**src/rtl/alu_ctrl_seq.sv**
```systemverilog
// alu_ctrl_seq
//   ALU control sequencer. Decodes a funct code offered with a valid strobe
//   and drives registered control to the ALU, shifter, divider and result
//   MUX. Single-cycle ops complete one cycle after acceptance. DIVU (and
//   MULTU when ALU_CTRL_MULT_EN is defined) run an iteration counter, then
//   pulse the HiLo write together with op_done.
//
//   Optional feature macro: ALU_CTRL_MULT_EN (adds MULTU / MUL_RUN).
//
//   Ports
//     clk        in   rising-edge clock
//     reset      in   asynchronous, active-high reset
//     funct      in   function code
//     valid      in   funct valid; sampled only while busy=0
//     busy       out  multicycle op in progress
//     alu_op     out  ALU operation encoding
//     sht_en     out  shifter enable (sll)
//     div_start  out  one-cycle divider (or multiplier) start pulse
//     div_en     out  divider (or multiplier) iterating
//     hilo_we    out  one-cycle HiLo write pulse
//     mux_sel    out  result source 0=ALU 1=SHT 2=HI 3=LO
//     op_done    out  one-cycle completion pulse
//     illegal    out  one-cycle pulse with op_done for an undecoded funct
//
//   state   | meaning
//   IDLE    | ready; decodes funct when valid
//   DIV_RUN | divider iterating, counting up to DIV_CYCLES
//   MUL_RUN | multiplier iterating, counting up to MULT_CYCLES (macro only)
//   HILO_WR | last cycle of a multicycle op; next edge pulses hilo_we/op_done

module alu_ctrl_seq #(
  parameter int FUNCT_W     = 6,
  parameter int OP_W        = 3,
  parameter int DIV_CYCLES  = 32,
  parameter int MULT_CYCLES = 32
) (
  input  logic               clk,
  input  logic               reset,
  input  logic [FUNCT_W-1:0] funct,
  input  logic               valid,
  output logic               busy,
  output logic [OP_W-1:0]    alu_op,
  output logic               sht_en,
  output logic               div_start,
  output logic               div_en,
  output logic               hilo_we,
  output logic [1:0]         mux_sel,
  output logic               op_done,
  output logic               illegal
);

  if (DIV_CYCLES < 1 || MULT_CYCLES < 1) begin : g_bad_cfg
    $error("alu_ctrl_seq: DIV_CYCLES and MULT_CYCLES must be >= 1");
  end

`ifdef ALU_CTRL_MULT_EN
  localparam int CNT_MAX = (MULT_CYCLES > DIV_CYCLES) ? MULT_CYCLES : DIV_CYCLES;
`else
  localparam int CNT_MAX = DIV_CYCLES;
`endif
  localparam int CNT_W = $clog2(CNT_MAX + 1);

  localparam logic [CNT_W-1:0] DIV_TC = CNT_W'(DIV_CYCLES);
`ifdef ALU_CTRL_MULT_EN
  localparam logic [CNT_W-1:0] MUL_TC = CNT_W'(MULT_CYCLES);
`endif

  localparam logic [FUNCT_W-1:0] F_SLL   = FUNCT_W'(0);
  localparam logic [FUNCT_W-1:0] F_MFHI  = FUNCT_W'(16);
  localparam logic [FUNCT_W-1:0] F_MFLO  = FUNCT_W'(18);
  localparam logic [FUNCT_W-1:0] F_MULTU = FUNCT_W'(25);
  localparam logic [FUNCT_W-1:0] F_DIVU  = FUNCT_W'(27);
  localparam logic [FUNCT_W-1:0] F_ADD   = FUNCT_W'(32);
  localparam logic [FUNCT_W-1:0] F_SUB   = FUNCT_W'(34);
  localparam logic [FUNCT_W-1:0] F_AND   = FUNCT_W'(36);
  localparam logic [FUNCT_W-1:0] F_OR    = FUNCT_W'(37);
  localparam logic [FUNCT_W-1:0] F_SLT   = FUNCT_W'(42);

  localparam logic [OP_W-1:0] OP_ADD = OP_W'(3'b010);
  localparam logic [OP_W-1:0] OP_SUB = OP_W'(3'b110);
  localparam logic [OP_W-1:0] OP_AND = OP_W'(3'b000);
  localparam logic [OP_W-1:0] OP_OR  = OP_W'(3'b001);
  localparam logic [OP_W-1:0] OP_SLT = OP_W'(3'b111);

  typedef enum logic [1:0] {
    IDLE    = 2'd0,
    DIV_RUN = 2'd1,
    HILO_WR = 2'd2
`ifdef ALU_CTRL_MULT_EN
    , MUL_RUN = 2'd3
`endif
  } state_t;

  state_t           state, state_n;
  logic [CNT_W-1:0] cnt, cnt_n;

  logic            busy_n, sht_en_n, div_start_n, div_en_n, hilo_we_n;
  logic            op_done_n, illegal_n;
  logic [OP_W-1:0] alu_op_n;
  logic [1:0]      mux_sel_n;

  // All outputs are registered from the next-cycle values computed here,
  // so every pulse lasts exactly one cycle unless re-asserted.
  always_comb begin
    state_n     = state;
    cnt_n       = cnt;
    busy_n      = 1'b0;
    alu_op_n    = '0;
    sht_en_n    = 1'b0;
    div_start_n = 1'b0;
    div_en_n    = 1'b0;
    hilo_we_n   = 1'b0;
    mux_sel_n   = 2'd0;
    op_done_n   = 1'b0;
    illegal_n   = 1'b0;

    case (state)
      IDLE: begin
        if (valid) begin
          case (funct)
            F_ADD: begin alu_op_n = OP_ADD; op_done_n = 1'b1; end
            F_SUB: begin alu_op_n = OP_SUB; op_done_n = 1'b1; end
            F_AND: begin alu_op_n = OP_AND; op_done_n = 1'b1; end
            F_OR:  begin alu_op_n = OP_OR;  op_done_n = 1'b1; end
            F_SLT: begin alu_op_n = OP_SLT; op_done_n = 1'b1; end
            F_SLL: begin
              sht_en_n  = 1'b1;
              mux_sel_n = 2'd1;
              op_done_n = 1'b1;
            end
            F_MFHI: begin mux_sel_n = 2'd2; op_done_n = 1'b1; end
            F_MFLO: begin mux_sel_n = 2'd3; op_done_n = 1'b1; end
            F_DIVU: begin
              div_start_n = 1'b1;
              div_en_n    = 1'b1;
              busy_n      = 1'b1;
              cnt_n       = CNT_W'(1);
              state_n     = DIV_RUN;
            end
`ifdef ALU_CTRL_MULT_EN
            F_MULTU: begin
              div_start_n = 1'b1;
              div_en_n    = 1'b1;
              busy_n      = 1'b1;
              cnt_n       = CNT_W'(1);
              state_n     = MUL_RUN;
            end
`endif
            default: begin
              illegal_n = 1'b1;
              op_done_n = 1'b1;
            end
          endcase
        end
      end

      DIV_RUN: begin
        busy_n = 1'b1;
        if (cnt == DIV_TC) begin
          cnt_n   = '0;
          state_n = HILO_WR;
        end else begin
          cnt_n    = cnt + CNT_W'(1);
          div_en_n = 1'b1;
        end
      end

`ifdef ALU_CTRL_MULT_EN
      MUL_RUN: begin
        busy_n = 1'b1;
        if (cnt == MUL_TC) begin
          cnt_n   = '0;
          state_n = HILO_WR;
        end else begin
          cnt_n    = cnt + CNT_W'(1);
          div_en_n = 1'b1;
        end
      end
`endif

      HILO_WR: begin
        hilo_we_n = 1'b1;
        op_done_n = 1'b1;
        state_n   = IDLE;
      end

      default: begin
        state_n = IDLE;
        cnt_n   = '0;
      end
    endcase
  end

  // F_MULTU is only decoded with the multiplier; keep it referenced so the
  // default build has no dangling constant.
  logic unused_multu;
  assign unused_multu = (F_MULTU == funct) & 1'b0;

  always_ff @(posedge clk or posedge reset) begin
    if (reset) begin
      state     <= IDLE;
      cnt       <= '0;
      busy      <= 1'b0;
      alu_op    <= '0;
      sht_en    <= 1'b0;
      div_start <= 1'b0;
      div_en    <= 1'b0;
      hilo_we   <= 1'b0;
      mux_sel   <= 2'd0;
      op_done   <= 1'b0;
      illegal   <= 1'b0;
    end else begin
      state     <= state_n;
      cnt       <= cnt_n;
      busy      <= busy_n;
      alu_op    <= alu_op_n;
      sht_en    <= sht_en_n;
      div_start <= div_start_n;
      div_en    <= div_en_n;
      hilo_we   <= hilo_we_n;
      mux_sel   <= mux_sel_n;
      op_done   <= op_done_n;
      illegal   <= illegal_n;
    end
  end

endmodule
```
**config.mk**
```make
export PLATFORM = sky130hd
export DESIGN_NAME = alu_ctrl_seq
export DESIGN_NICKNAME = d
export VERILOG_FILES = /design/src/rtl/alu_ctrl_seq.sv
export SDC_FILE = /design/constraint.sdc
export NUM_CORES = 1
export LEC_CHECK = 0
export CAP_MARGIN = 20
export CORE_UTILIZATION = 29
export CTS_CLUSTER_SIZE = 24
export DETAILED_ROUTE_END_ITERATION = 10
export GPL_TIMING_DRIVEN = 0
export PLACE_DENSITY = 0.56
export SLEW_MARGIN = 20
export SYNTH_ARGS = -nofsm -noshare
export SYNTH_HDL_FRONTEND = slang
export SYNTH_SLANG_ARGS = --single-unit
```
**constraint.sdc**
```tcl
create_clock -name clk -period 1.55 [get_ports clk]
set_input_delay 0.3875 -clock clk [delete_from_list [all_inputs] [get_ports clk]]
set_output_delay 0.3875 -clock clk [all_outputs]
set_load 0.05 [all_outputs]
```
# After elaboration in Yosys (flattened, before gate mapping)
# Index checks and enable logic that the tools add are counted.
[word_totals]
ff_bits = 20
out_inout_bits = 12
in_bits = 9
[classes]
eq_ne = 14
bitwise = 1
n_reduce_logical = 5
addsub = 1
muxes = 30
[ops]
columns = ["cell", "count"]
rows = [
  ["equality test 6 bit (second input constant)", 6],
  ["equality test 6 x 5 -> 1 bit (second input constant)", 3],
  ["2-to-1 mux 6 bit", 3],
  ["one-hot mux 6 bit (3 select lines)", 1],
  ["2-to-1 mux 1 bit", 13],
  ["one-hot mux 3 bit (4 select lines)", 1],
  ["2-to-1 mux 2 bit", 5],
  ["OR reduction 9 bit", 1],
  ["adder 6 x 1 -> 6 bit (second input constant)", 1],
  ["zero test 6 bit", 1],
  ["2-to-1 mux 3 bit", 2],
  ["one-hot mux 1 bit (2 select lines)", 3],
  ["one-hot mux 2 bit (3 select lines)", 1],
  ["AND reduction 3 bit", 2],
  ["inequality test 2 bit (second input constant)", 2],
  ["one-hot mux 2 bit (2 select lines)", 1],
  ["equality test 2 x 1 -> 1 bit (second input constant)", 1],
  ["equality test 2 bit (second input constant)", 1],
  ["zero test 2 bit", 1],
  ["inequality test 2 x 1 -> 1 bit (second input constant)", 1],
  ["NOT 1 bit", 1],
]

# Depth between registers and ports, before layout
# Gate-level depths: netlist of the first run.
[depth]
word_depth = 5
ltp_mapped = 5
depth_no_buf = 5

# Least setup slack after synthesis of the first run
# OpenSTA, ideal clock, no wires.
[synth_timing]
path_type = "input to register"
start = "in funct[5]"
end = "reg cnt[2]"
setup_time_ns = 0.124
cell_stages = 4
arrival_ns = 1.080
path_slack_ns = 0.346
cell_sequence = "and4bb_4 -> a41oi_4 -> o21ai_1 -> o21ai_1"
[synth_between]
elab_chain_cells = 3
[synth_lines]
columns = ["item", "line_no", "text"]
rows = [
  ["from (decl)", "39", "input logic [FUNCT_W-1:0] funct,"],
  ["equality test 6 x 5 -> 1 bit", "120", "case (funct)"],
  ["inequality test 2 x 1 -> 1 bit (no source line)", "n/a", ""],
  ["AND reduction 3 bit (no source line)", "n/a", ""],
  ["to (signal assigned)", "214", "cnt <= cnt_n;"],
  ["to (decl)", "95", "logic [CNT_W-1:0] cnt, cnt_n;"],
]
# No other way between the ends.
# A chain may end at the register's enable or synchronous reset.

# Worst setup path in the final report of the first run
[layout_timing]
start = "reg op_done"
end = "out op_done"
[layout_rtl]
columns = ["item", "line_no", "text"]
rows = [
  ["from (decl)", "48", "output logic op_done,"],
  ["from (signal assigned)", "222", "op_done <= op_done_n;"],
]
# No word-level cell between the ends.

==> results.py, run 1 <==
metrics = {
    "placement": {
        "port_buffers": 18,
        "place_inst": 153,
        "place_hpwl_mm": 1.31,
        "gp_congestion": 0.745,
        "dpl_worst_slack_ns": -0.319,
        "placed_cell_area_sq_mm": 0.00118,
    },
    "floorplanning": {
        "fp-row-count": 20,
        "io_pins": 21,
        "dieWidth_um": 59.1,
        "dieArea_sq_mm": 0.00349,
        "coreArea_sq_mm": 0.00308,
        "fp.dieH_um": 59.1,
        "start_util": 0.307,
    },
    "status": {
        "run_status": "finished clean",
    },
    "synthesis": {
        "ys_top_cells_by_area": "dfrtp_1 (53%), nor2_1 (4.4%), nand3_1 (3.7%)",
        "synth_fp_nets": 102,
        "syn_avg_cell_area_sq_um": 10.4,
        "synth.distinct_cells": 29,
        "netlist.top_cell.by_area": "dfrtp_1",
        "synth_commonest_cells": "dfrtp_1 (20), nor2_1 (11), nand2_1 (9)",
        "synthArstFlopShare": 1.00,
        "synth_top_area_share": 0.529,
        "synth_top_family_by_area": "simple AND/OR/NAND/NOR gates",
        "synthAdderAreaFrac": 0.0265,
        "synth-xor-area-share": 0.0185,
        "syn_area_sq_um": 946,
        "synth_mux_area_frac": 0,
        "seq_area_frac_synth": 0.529,
        "yosys_warnings": 0,
        "synth-compound-area-share": 0.156,
        "synth_seq_cells": 20,
        "synth-simple-area-share": 0.230,
        "synth_edf_count": 0,
        "synth_flop_cell": "dfrtp_1",
        "yosysMostFrequentCell": "dfrtp_1",
        "synthCells": 91,
    },
    "global_route": {
        "grt_first_pass_wirelength_mm": 3.13,
        "track_usage": 0.118,
        "antenna_found_initial": 0,
        "grt.overflow.total": 0,
        "grt_start_max_net_pins": 21,
        "grt_pass1_vias": 709,
    },
    "pwr": {
        "p_sw_frac": 0.275,
        "vdd_drop_max_v": 0.000329,
        "p_int_uw": 754,
        "p_seq_frac": 0.546,
        "pwr-share-comb": 0.171,
        "power_density_mw_per_mm2": 885,
        "power_frac_clock": 0.283,
        "switchingPower_uw": 286,
        "leakagePower_uw": 0.000548,
    },
    "sta": {
        "grt_setup_unrepaired": "no",
        "relSlewSlack": 0.505,
        "fin_crit_sh": 0.971,
        "fmax_mhz": 665,
        "finalSetupViolations": 0,
        "fin_skew_ns": 0.000677,
        "min_period_ns": 1.50,
        "worst_slew_pin_slew_ns": 0.742,
        "hold_viol": 0,
        "layout_setup_ws_ns": 0.0452,
        "drv_slew": 0,
    },
    "job": {
        "drv_cap": 0,
    },
    "setup_path": {
        "crit_fanout": 1,
        "startpoint": "op_done$_DFF_PP0_",
        "worstReg2RegStart": "state[1]$_DFFE_PP0P_",
        "critPathKind": "reg2out",
        "worstSetupStartpointType": "register",
        "slowest_delay_ns": 0.49,
        "crit_slowest_cell": "clkdlybuf4s15_1",
        "critPathTopFamily": "buffers and inverters",
        "required_ns": 1.16,
        "worstPathCellList": "clkdlybuf4s15_1",
        "critPathCaptureType": "output pin",
        "crit_arrival_ns": 1.12,
        "worstPathBufferInverterCount": 1,
    },
    "finish": {
        "area_growth_pct": 24.2,
        "antenna_cells": 0,
        "drive_above_1_share": 0.186,
        "stdcell_count": 157,
        "fill_cells": 329,
        "regArea_sq_um": 500,
        "multiInputGateArea_sq_um": 408,
        "final_net_count": 125,
        "fin_area_sq_mm": 0.00117,
    },
    "cts": {
        "cts_buffers": 3,
        "clk_pin_slew_ns": 0.11,
        "root_buffer": "clkbuf_4",
        "ctsHoldBuffers": 0,
        "h-tree-depth": 1,
        "cts_max_path_buffers": 2,
        "clk_latency_ns": 0.29,
        "cts_tree": "yes",
        "cts_sinks": 20,
    },
    "hold_path": {
        "hold_class": "in2reg",
        "min_from": "funct[1]",
    },
    "route": {
        "routed_wl_mm": 1.84,
        "post-route-drc-count": 0,
        "vias": 726,
        "ant_nets": 0,
        "first_pass_iters": 3,
        "wl_per_cell_um": 11.7,
        "via_per_inst": 4.62,
        "drt-initial-drc-count": 21,
    },
}
==> metal layers <==
| metal | wire (um) | part of all wire | up-vias | global-route usage |
|---|---|---|---|---|
| li1 | - | - | 362 | - |
| met1 | 865 | 0.47 | 349 | 0.144 |
| met2 | 901 | 0.49 | 13 | 0.209 |
| met3 | 58 | 0.032 | 2 | 0.0218 |
| met4 | 11 | 0.0060 | 0 | 0.0408 |
| met5 | 0 | 0 | - | 0 |
==> metrics by stage <==
stage,hold slack (ns),setup TNS [ns],utilization,power (uW)
finish,0.315,0,0.382,1040
global route,0.302,0,0.382,1110
CTS,0.302,0,0.393,1060
detailed placement,0.474,-2.97,0.384,763
global placement,0.470,-2.73,0.384,757
floorplan,0.351,0,-,696
==> state kept, by name (all words and copies together), names as in the netlist <==
register   flops
busy           1
state          2
op_done        1
sht_en         1
illegal        1
cnt            6
mux_sel        2
div_en         1
hilo_we        1
div_start      1
alu_op         3
==> cell type report <==
class / count / area share
tap: 44 / 0.0469
multi-input combinational: 64 / 0.347
buffer: 2 / 0.0160
sequential: 20 / 0.426
clock buffer: 4 / 0.0309
timing repair buffer: 18 / 0.117
inverter: 5 / 0.0160
==> power groups by stage <==
| stage | combinational (uW) | clock (uW) | sequential (uW) |
|---|---|---|---|
| finish | 178 | 294 | 567 |
| global placement | 180 | 0 | 577 |
| floorplan | 90.2 | 0 | 606 |
| CTS | 181 | 313 | 567 |
| global route | 198 | 343 | 571 |
| detailed placement | 186 | 0 | 577 |
==> worst paths after layout <==
kind | end | slack, ns | depth (start not counted)
max | op_done | 0.05 | 1
min | sht_en$_DFF_PP0_ | 0.32 | 2
max reg2reg | sht_en$_DFF_PP0_ | 0.28 | 4
min reg2reg | busy$_DFF_PP0_ | 0.48 | 1
max in group asynchronous | state[0]$_DFFE_PP0P_ | 0.58 | 2
min in group asynchronous | busy$_DFF_PP0_ | 0.51 | 2
==> what timing repair did <==
item                                   4_1_cts  5_1_grt
resized for setup                           18       16
setup endpoints to repair                   12       13
setup buffers                                0        0
endpoints found under the hold margin        0        0
==> cells in the final DEF (no fill, tap or decap), types with 2 or more instances in the layout <==
master | netlist | final
nand2b_1 | 3 | 3
clkdlybuf4s15_1 | 0 | 3
a21oi_1 | 2 | 2
clkbuf_2 | 0 | 9
inv_1 | 5 | 5
nand3_1 | 7 | 7
o21ai_0 | 5 | 5
ha_1 | 2 | 2
nor2_1 | 11 | 11
a31oi_1 | 2 | 2
xor2_1 | 2 | 2
clkdlybuf4s50_1 | 0 | 5
o21ai_1 | 3 | 3
dfrtp_1 | 20 | 20
clkbuf_4 | 0 | 3
nor2b_1 | 2 | 2
nor3_1 | 2 | 2
and2b_2 | 2 | 2
nand2_1 | 9 | 9
==> kinds of logic after synthesis <==
group | Yosys count
flip-flops | 20
buffers and inverters | 7
AO/OA/AOI/OAI | 19
XOR/XNOR | 2
AND/OR/NAND/NOR | 41
adder cells (fa/ha/maj) | 2
Power figures use the tool's default switching activity.
==> inputs of run 2 (changes only) <==
--- a/config.mk
+++ b/config.mk
@@ -5,7 +5,6 @@
 export SDC_FILE = /design/constraint.sdc
 export NUM_CORES = 1
 export LEC_CHECK = 0
-export CAP_MARGIN = 20
 export CORE_UTILIZATION = 29
 export CTS_CLUSTER_SIZE = 24
 export DETAILED_ROUTE_END_ITERATION = 10
==> results of run 2 <==
No change in the layout: final DEF, timing and power equal those of run 1.
